<file path="src/rtl/barrett_mod_mul_pipe_if.sv">
// Operand/result handshake bundle for barrett_mod_mul_pipe; master drives operands, slave is the multiplier.
interface barrett_mod_mul_pipe_if #(
   parameter int FIELD_WIDTH = 16,
   parameter int TAG_WIDTH   = 8
);
   logic                   in_valid;
   logic                   in_ready;
   logic [FIELD_WIDTH-1:0] a;
   logic [FIELD_WIDTH-1:0] b;
   logic [FIELD_WIDTH-1:0] s;
   logic [FIELD_WIDTH:0]   m;
   logic [TAG_WIDTH-1:0]   in_tag;
   logic                   out_valid;
   logic                   out_ready;
   logic [FIELD_WIDTH-1:0] r;
   logic [TAG_WIDTH-1:0]   out_tag;
   logic [2:0]             in_flight;

   modport master (
      output in_valid, a, b, s, m, in_tag, out_ready,
      input  in_ready, out_valid, r, out_tag, in_flight
   );

   modport slave (
      input  in_valid, a, b, s, m, in_tag, out_ready,
      output in_ready, out_valid, r, out_tag, in_flight
   );
endinterface

</file>
<file path="src/rtl/barrett_mod_mul_pipe.sv">
// Barrett modular multiplier r = a*b mod s, 4 register stages, 4-clock latency, one result per clock.
// A held output (out_valid && !out_ready) freezes every stage including bubbles; in_ready follows that stall only.
module barrett_mod_mul_pipe #(
   parameter int FIELD_WIDTH = 16,
   parameter int TAG_WIDTH   = 8
) (
   input  logic                  clk_i,
   input  logic                  reset_i,
   barrett_mod_mul_pipe_if.slave bus
);
   localparam int N = FIELD_WIDTH;
   localparam int T = TAG_WIDTH;

   typedef struct packed {
      logic [2*N-1:0] x;
      logic [N-1:0]   s;
      logic [N:0]     m;
      logic [T-1:0]   tag;
   } s1_t;

   typedef struct packed {
      logic [N+1:0] x;
      logic [N:0]   q;
      logic [N-1:0] s;
      logic [T-1:0] tag;
   } s2_t;

   typedef struct packed {
      logic [N+1:0] r0;
      logic [N-1:0] s;
      logic [T-1:0] tag;
   } s3_t;

   typedef struct packed {
      logic [N-1:0] r;
      logic [T-1:0] tag;
   } s4_t;

   logic         advance;
   logic         accept;
   logic         v1_q, v2_q, v3_q, v4_q;
   s1_t          s1_q, s1_d;
   s2_t          s2_q, s2_d;
   s3_t          s3_q, s3_d;
   s4_t          s4_q, s4_d;
   logic [2:0]   in_flight_q, in_flight_d;
   logic [N+1:0] qs_lo;
   logic [N+1:0] sx1, sx2, sx3;
   logic [N+1:0] sub_sel;

   assign advance      = !v4_q || bus.out_ready;
   assign accept       = bus.in_valid && advance;
   assign bus.in_ready = advance;

   always_comb begin
      s1_d.x   = {{N{1'b0}}, bus.a} * {{N{1'b0}}, bus.b};
      s1_d.s   = bus.s;
      s1_d.m   = bus.m;
      s1_d.tag = bus.in_tag;
   end

   // Only the low n+2 bits of x matter once the remainder is known to be below 4s.
   always_comb begin
      s2_d.x   = s1_q.x[N+1:0];
      s2_d.q   = (N+1)'(({{(N+1){1'b0}}, s1_q.x[2*N-1:N]} * {{N{1'b0}}, s1_q.m}) >> N);
      s2_d.s   = s1_q.s;
      s2_d.tag = s1_q.tag;
   end

   assign qs_lo = {1'b0, s2_q.q} * {2'b00, s2_q.s};

   always_comb begin
      s3_d.r0  = s2_q.x - qs_lo;
      s3_d.s   = s2_q.s;
      s3_d.tag = s2_q.tag;
   end

   assign sx1 = {2'b00, s3_q.s};
   assign sx2 = {1'b0, s3_q.s, 1'b0};
   assign sx3 = sx1 + sx2;

   always_comb begin
      sub_sel = '0;
      if (s3_q.r0 >= sx3) begin
         sub_sel = sx3;
      end else if (s3_q.r0 >= sx2) begin
         sub_sel = sx2;
      end else if (s3_q.r0 >= sx1) begin
         sub_sel = sx1;
      end
      s4_d.r   = N'(s3_q.r0 - sub_sel);
      s4_d.tag = s3_q.tag;
   end

   // After an advancing edge the valid bits are {accept, v1, v2, v3}.
   assign in_flight_d = 3'(accept) + 3'(v1_q) + 3'(v2_q) + 3'(v3_q);

   always_ff @(posedge clk_i or posedge reset_i) begin
      if (reset_i) begin
         v1_q        <= 1'b0;
         v2_q        <= 1'b0;
         v3_q        <= 1'b0;
         v4_q        <= 1'b0;
         s1_q        <= '0;
         s2_q        <= '0;
         s3_q        <= '0;
         s4_q        <= '0;
         in_flight_q <= '0;
      end else if (advance) begin
         v1_q        <= accept;
         v2_q        <= v1_q;
         v3_q        <= v2_q;
         v4_q        <= v3_q;
         s1_q        <= s1_d;
         s2_q        <= s2_d;
         s3_q        <= s3_d;
         s4_q        <= s4_d;
         in_flight_q <= in_flight_d;
      end
   end

   assign bus.out_valid = v4_q;
   assign bus.r         = s4_q.r;
   assign bus.out_tag   = s4_q.tag;
   assign bus.in_flight = in_flight_q;
endmodule

</file>
<file path="src/flat_wrapper.sv">
// flat-port wrapper written by rule: the top's interface ports become plain ports
module barrett_mod_mul_pipe_flat 
#(
   parameter int FIELD_WIDTH = 16,
   parameter int TAG_WIDTH   = 8
)
  (clk_i, reset_i, bus_in_valid, bus_a, bus_b, bus_s, bus_m, bus_in_tag, bus_out_ready, bus_in_ready, bus_out_valid, bus_r, bus_out_tag, bus_in_flight);
  barrett_mod_mul_pipe_if #(.FIELD_WIDTH(FIELD_WIDTH), .TAG_WIDTH(TAG_WIDTH)) bus_i ();
  input  logic clk_i;
  input  logic reset_i;
  input wire logic [$bits(bus_i.in_valid)-1:0] bus_in_valid;
  input wire logic [$bits(bus_i.a)-1:0] bus_a;
  input wire logic [$bits(bus_i.b)-1:0] bus_b;
  input wire logic [$bits(bus_i.s)-1:0] bus_s;
  input wire logic [$bits(bus_i.m)-1:0] bus_m;
  input wire logic [$bits(bus_i.in_tag)-1:0] bus_in_tag;
  input wire logic [$bits(bus_i.out_ready)-1:0] bus_out_ready;
  output wire logic [$bits(bus_i.in_ready)-1:0] bus_in_ready;
  output wire logic [$bits(bus_i.out_valid)-1:0] bus_out_valid;
  output wire logic [$bits(bus_i.r)-1:0] bus_r;
  output wire logic [$bits(bus_i.out_tag)-1:0] bus_out_tag;
  output wire logic [$bits(bus_i.in_flight)-1:0] bus_in_flight;
  assign bus_i.in_valid = bus_in_valid;
  assign bus_i.a = bus_a;
  assign bus_i.b = bus_b;
  assign bus_i.s = bus_s;
  assign bus_i.m = bus_m;
  assign bus_i.in_tag = bus_in_tag;
  assign bus_i.out_ready = bus_out_ready;
  assign bus_in_ready = bus_i.in_ready;
  assign bus_out_valid = bus_i.out_valid;
  assign bus_r = bus_i.r;
  assign bus_out_tag = bus_i.out_tag;
  assign bus_in_flight = bus_i.in_flight;
  barrett_mod_mul_pipe #(.FIELD_WIDTH(FIELD_WIDTH), .TAG_WIDTH(TAG_WIDTH)) u_core (.clk_i(clk_i), .reset_i(reset_i), .bus(bus_i));
endmodule
</file>
<file path="config.mk">
export PLATFORM = sky130hd
export DESIGN_NAME = barrett_mod_mul_pipe_flat
export DESIGN_NICKNAME = d
export VERILOG_FILES = /design/src/rtl/barrett_mod_mul_pipe_if.sv /design/src/rtl/barrett_mod_mul_pipe.sv /design/src/flat_wrapper.sv
export SDC_FILE = /design/constraint.sdc
export NUM_CORES = 2
export LEC_CHECK = 0
export CAP_MARGIN = 0
export CORE_MARGIN = 5
export CORE_UTILIZATION = 30
export DETAILED_ROUTE_END_ITERATION = 7
export MAX_ROUTING_LAYER = met4
export PLACE_DENSITY_LB_ADDON = 0.05
export SETUP_SLACK_MARGIN = 0.5
export SYNTH_ARGS = -nofsm -noshare
export SYNTH_HDL_FRONTEND = slang
export SYNTH_SLANG_ARGS = --single-unit
</file>
<file path="constraint.sdc">
create_clock -name clk_i -period 5.8 [get_ports clk_i]
set_input_delay 0.58 -clock clk_i [delete_from_list [all_inputs] [get_ports clk_i]]
set_output_delay 0.58 -clock clk_i [all_outputs]
set_load 0.05 [all_outputs]
</file>
# After elaboration in Yosys (flattened, before gate mapping)
# Cells that the tools add are included.
[classes] n_reduce_logical=3 n_addsub=6 order_cmp=3 n_mux=3 mul=3
[ops] operator="$mux W16" n=3
[ops] operator="$mul A16 B17 Y33" n=1
[ops] operator="$mul A16 B16 Y32" n=1
[ops] operator="$add A16 B17 Y18" n=1
[ops] operator="$ge A18 B16 Y1" n=1
[ops] operator="$ge A18 B17 Y1" n=1
[ops] operator="$ge A18 B18 Y1" n=1
[ops] operator="$mul A17 B16 Y18" n=1
[ops] operator="$sub A18 B18 Y18" n=1
[ops] operator="$sub A16 B16 Y16" n=1
[ops] operator="$add A3 B1 Y3" n=2
[ops] operator="$add A1 B1 Y2" n=1
[ops] operator="$logic_and A1 B1 Y1" n=1
[ops] operator="$logic_not A1 Y1" n=1
[ops] operator="$logic_or A1 B1 Y1" n=1
[totals] reg_bits=205 in_bits=77 wordCells=36 output_inout_bits=29

# Longest topological paths before layout
[logic_depth] word_depth=6 ltp_mapped=29 mapped_depth_nobuf=28

# Worst setup path before layout
# OpenSTA, ideal clock, no wires.
[synth_timing] path_kind="register to register" startpoint="reg u_core.s1_q[64] in the netlist's numbering" endpoint="reg u_core.s2_q[37] in the netlist's numbering" stages_incl_launch_ff=25 n_path_buf=2 period_less_slack_ns=6.279 required_time_ns=5.636 path_slack_ns=-0.479 t_arrival_ns=6.115 setup_time_ns=0.164 cell_sequence="dfrtp_1 clkbuf_1 clkbuf_1 nand2_1 fa_1 inv_1 fa_1 inv_1 fa_1 inv_1 fa_1 fa_1 inv_1 fa_1 inv_1 ha_1 a21oi_1 o21ai_0 o32ai_2 a21oi_2 a221o_1 a41o_4 o21ai_0 xor2_1 a21oi_1"
[synth_via] elab_chain_cells=1
[synth_rtl] item="start: declaration" line="barrett_mod_mul_pipe.sv:42" text="s1_t s1_q, s1_d;"
[synth_rtl] item="start signal: assignment" line="barrett_mod_mul_pipe.sv:104" text="s1_q <= '0;"
[synth_rtl] item="start signal: assignment" line="barrett_mod_mul_pipe.sv:114" text="s1_q <= s1_d;"
[synth_rtl] item="$mul A16 B17 Y33" line="barrett_mod_mul_pipe.sv:65" text="s2_d.q = (N+1)'(({{(N+1){1'b0}}, s1_q.x[2*N-1:N]} * {{N{1'b0}}, s1_q.m}) >> N);"
[synth_rtl] item="end signal: assignment" line="barrett_mod_mul_pipe.sv:105" text="s2_q <= '0;"
[synth_rtl] item="end signal: assignment" line="barrett_mod_mul_pipe.sv:115" text="s2_q <= s2_d;"
[synth_rtl] item="end: declaration" line="barrett_mod_mul_pipe.sv:43" text="s2_t s2_q, s2_d;"
# No other way between the ends.
# A chain may end at the register's enable or synchronous reset.

# Worst setup path after layout
[layout_timing] startpoint="reg u_core.s1_q[63] in the netlist's numbering" endpoint="reg u_core.s2_q[40] in the netlist's numbering"
# The elaborated chain is that of the path after synthesis.

==> out/results.txt <==
outcome: complete, but fails checks
violated checks: setup timing
CTS Buf Count: 31
CTS Buffer Depth: 3
Critical Path AT: 6.57 ns
Cell Rows: 120
Die Height: 339 um
Multi-input gate area: 26100 um^2
initial antenna violation count: 2
Final Skew: 0.02646 ns
CTS tree: done
cell with the most instances after synthesis: nand2_1
First-pass DRT Iterations: 5
worst rel slew slack: 43.98%
die width: 339 um
# DRC: 0
Async SR Flop Fraction: 100.0%
Syn Nets: 4585
Ys Warns: 0
Final Net Count: 5058
routed len/inst: 17.11 um
# setup viols final: 13
area share of the largest cell type after synthesis: 32.67%
IO Count: 106
Filler Cell Count: 11030
top post-synthesis cells by count: 763 x nand2_1, 596 x inv_1, 530 x fa_1, 351 x and2_1, 345 x ha_1
worst path bufs/invs: 5
vias: 24830
worst setup margin: -0.2701 ns
clk sinks: 205
clock root buffer: clkbuf_16
via/cell ratio: 4.485
Clock Latency Late Sink: 0.63 ns
Slew @ Worst Pin: 0.8403 ns
Post-Syn Instances: 3633
Routed Antenna Nets: 0
MaxCap Viol Count: 0
CP delay by family, top: adder cells
Starting Density: 30.25%
Core Area: 107400 um^2
Worst path most repeated cell: fa_1
grt ovf: 0
post-layout util: 38.83%
Storage cell area: 5177 um^2
RSZ-0062 raised after global routing: true
Yosys cell types: 70
GPL Wtd Cong: 0.8202
final HPWL from detailed placement: 76.98 mm
WP data required: 6.30 ns
post-layout min period: 6.070 ns
Tcrit/Tclk final: 104.7%
Slowest-stage cell, CP: fa_2
Post-synth EDFFs: 0
worst hold-check path type: primary input to asynchronous set/reset pin
syn_area_per_cell: 8.938 um^2
number of port buffers: 105
post-synth design cell area: 32470 um^2
critical path launch point type: flip-flop
predominant post-synthesis flop cell: dfrtp_1
area leader, netlist: fa_1
H-tree levels: 1
Fmax: 0.1647 GHz
largest cells by area after synthesis: fa_1 33%, dfrtp_1 16%, ha_1 13%, nand2_1 8.8%, inv_1 6.9%
Worst-path clk slew: 0.06 ns
initial drt markers: 901
Seq/Total Area, Yosys: 15.80%
vias in the first global route: 26450
layout cells sized above 1: 22.29%
first-pass GRT wire length: 153.7 mm
Worst setup EP type: flip-flop
drt total wl: 94.72 mm
pin count of the biggest net entering global routing: 147
crit path cell chain: buf_12 > and2_1 > fa_1 > inv_1 > fa_2 > inv_2 > fa_1 > fa_1 > fa_1 > inv_1 > fa_1 > inv_1 > ha_2 > or3_4 > o32ai_2 > a21oi_2 > a221o_1 > a41o_4 > o2111ai_4 > and3_4 > nor3_2
GRT Total Usage: 17.10%
FF+latch count, synth: 205
critical path type: flip-flop to flip-flop
Final Hold Fails: 0
Slew Limit Fails: 0
Max stage delay on crit path: 0.52 ns
crit path max fanout: 9
P&R area growth vs syn: 28.39%
cts hold-fix bufs: 0
total die area: 114900 um^2
==> routing by layer <==
layer,vias to the layer above,GRT usage [%],share of wire (%)
met2,287,25.84,44
met5,-,-,0
met4,0,2.395,1.3
met1,12280,25.63,52
met3,63,1.491,2.6
li1,12200,-,-
==> registers in the layout, summed over array words and instances (netlist names) <==
| register | count |
|---|---|
| u_core.v3_q | 1 |
| u_core.bus.out_valid | 1 |
| u_core.bus.in_flight | 3 |
| u_core.s1_q | 73 |
| u_core.v1_q | 1 |
| u_core.s3_q | 42 |
| u_core.bus.out_tag | 8 |
| u_core.v2_q | 1 |
| u_core.s2_q | 59 |
| u_core.bus.r | 16 |
==> layout by cell type, fill, tap and decap left out, drive strengths merged, types with 28 or more instances in the layout <==
| master | instances |
|---|---|
| a21oi | 109 |
| nand2 | 763 |
| and2 | 351 |
| clkdlybuf4s50 | 75 |
| o21ai | 85 |
| nor2 | 83 |
| xor2 | 38 |
| dfrtp | 205 |
| ha | 345 |
| fa | 530 |
| a21o | 34 |
| inv | 601 |
| xnor2 | 64 |
| buf | 496 |
| nand3 | 28 |
| clkbuf | 40 |
==> kinds of logic (layout without fill, tap and decap cells) <==
kind of cell | count (synthesis) | count (layout) | share of synthesized area (%)
other | 0 | 2 | 0
AOI/OAI and AO/OA | 367 | 367 | 7.413
muxes | 12 | 12 | 0.4084
DFF | 205 | 205 | 15.80
xor gates and xnor gates | 102 | 102 | 2.774
adders and majority gates | 875 | 875 | 45.97
and+or+nand+nor | 1327 | 1327 | 19.02
buffers and inverters | 745 | 1243 | 8.623
==> worst register-to-register path: cells and delay by family (launching register included) <==
family	cells	cell delay, ns
adder cells (fa/ha/maj)	7	3.10
AO/OA/AOI/OAI	5	1.27
flip-flops	1	0.45
buffers and inverters	5	0.34
AND/OR/NAND/NOR	4	0.79
==> final cells by class <==
type | count | area share [%]
repair buffers | 588 | 12.58
multi-input cells | 2683 | 62.59
inverters | 597 | 5.402
clock inverters | 23 | 0.8193
well taps | 1403 | 4.211
flip-flops and latches | 205 | 12.42
diodes | 2 | 0.01200
clock buffers | 35 | 1.969
==> final timing paths <==
kind,start,end,slack (ns),cells after the start
setup / recovery,u_core.s1_q[63],u_core.s2_q[40],-0.27,21
hold / removal,reset_i,u_core.bus.r[10],0.33,2
setup reg to reg,u_core.s1_q[63],u_core.s2_q[40],-0.27,21
hold reg to reg,u_core.s2_q[2],u_core.s3_q[2],0.46,2
max in group asynchronous,reset_i,u_core.s1_q[13],4.25,3
min in group clk_i,u_core.s2_q[2],u_core.s3_q[2],0.46,2
==> what timing repair did <==
action                                  CTS  global route
buffers inserted                         73            34
gates resized for setup                 355           154
endpoints found under the setup margin   53            52
endpoints found under the hold margin     0             0
pin swaps                               168           141
gates cloned                              4             0
==> metrics by stage <==
stage | instances | instance area (um^2) | setup TNS [ns] | setup slack (ns) | hold WS [ns]
after floorplan | 3633 | 33070 | -0.3228 | -0.1894 | 0.4386
after global placement | 5365 | 38070 | -17.50 | -1.052 | 0.4514
after detailed placement | 5365 | 38070 | -18.19 | -1.127 | 0.4559
after CTS | 5500 | 40830 | -2.388 | -0.2979 | 0.2819
after global routing | 5534 | 41690 | -6.431 | -0.4943 | 0.3391
final | 5536 | 41690 | -1.999 | -0.2701 | 0.3255
Power is not shown: default switching activity piles up to over one toggle a cycle in this logic, so the estimate is an artifact.
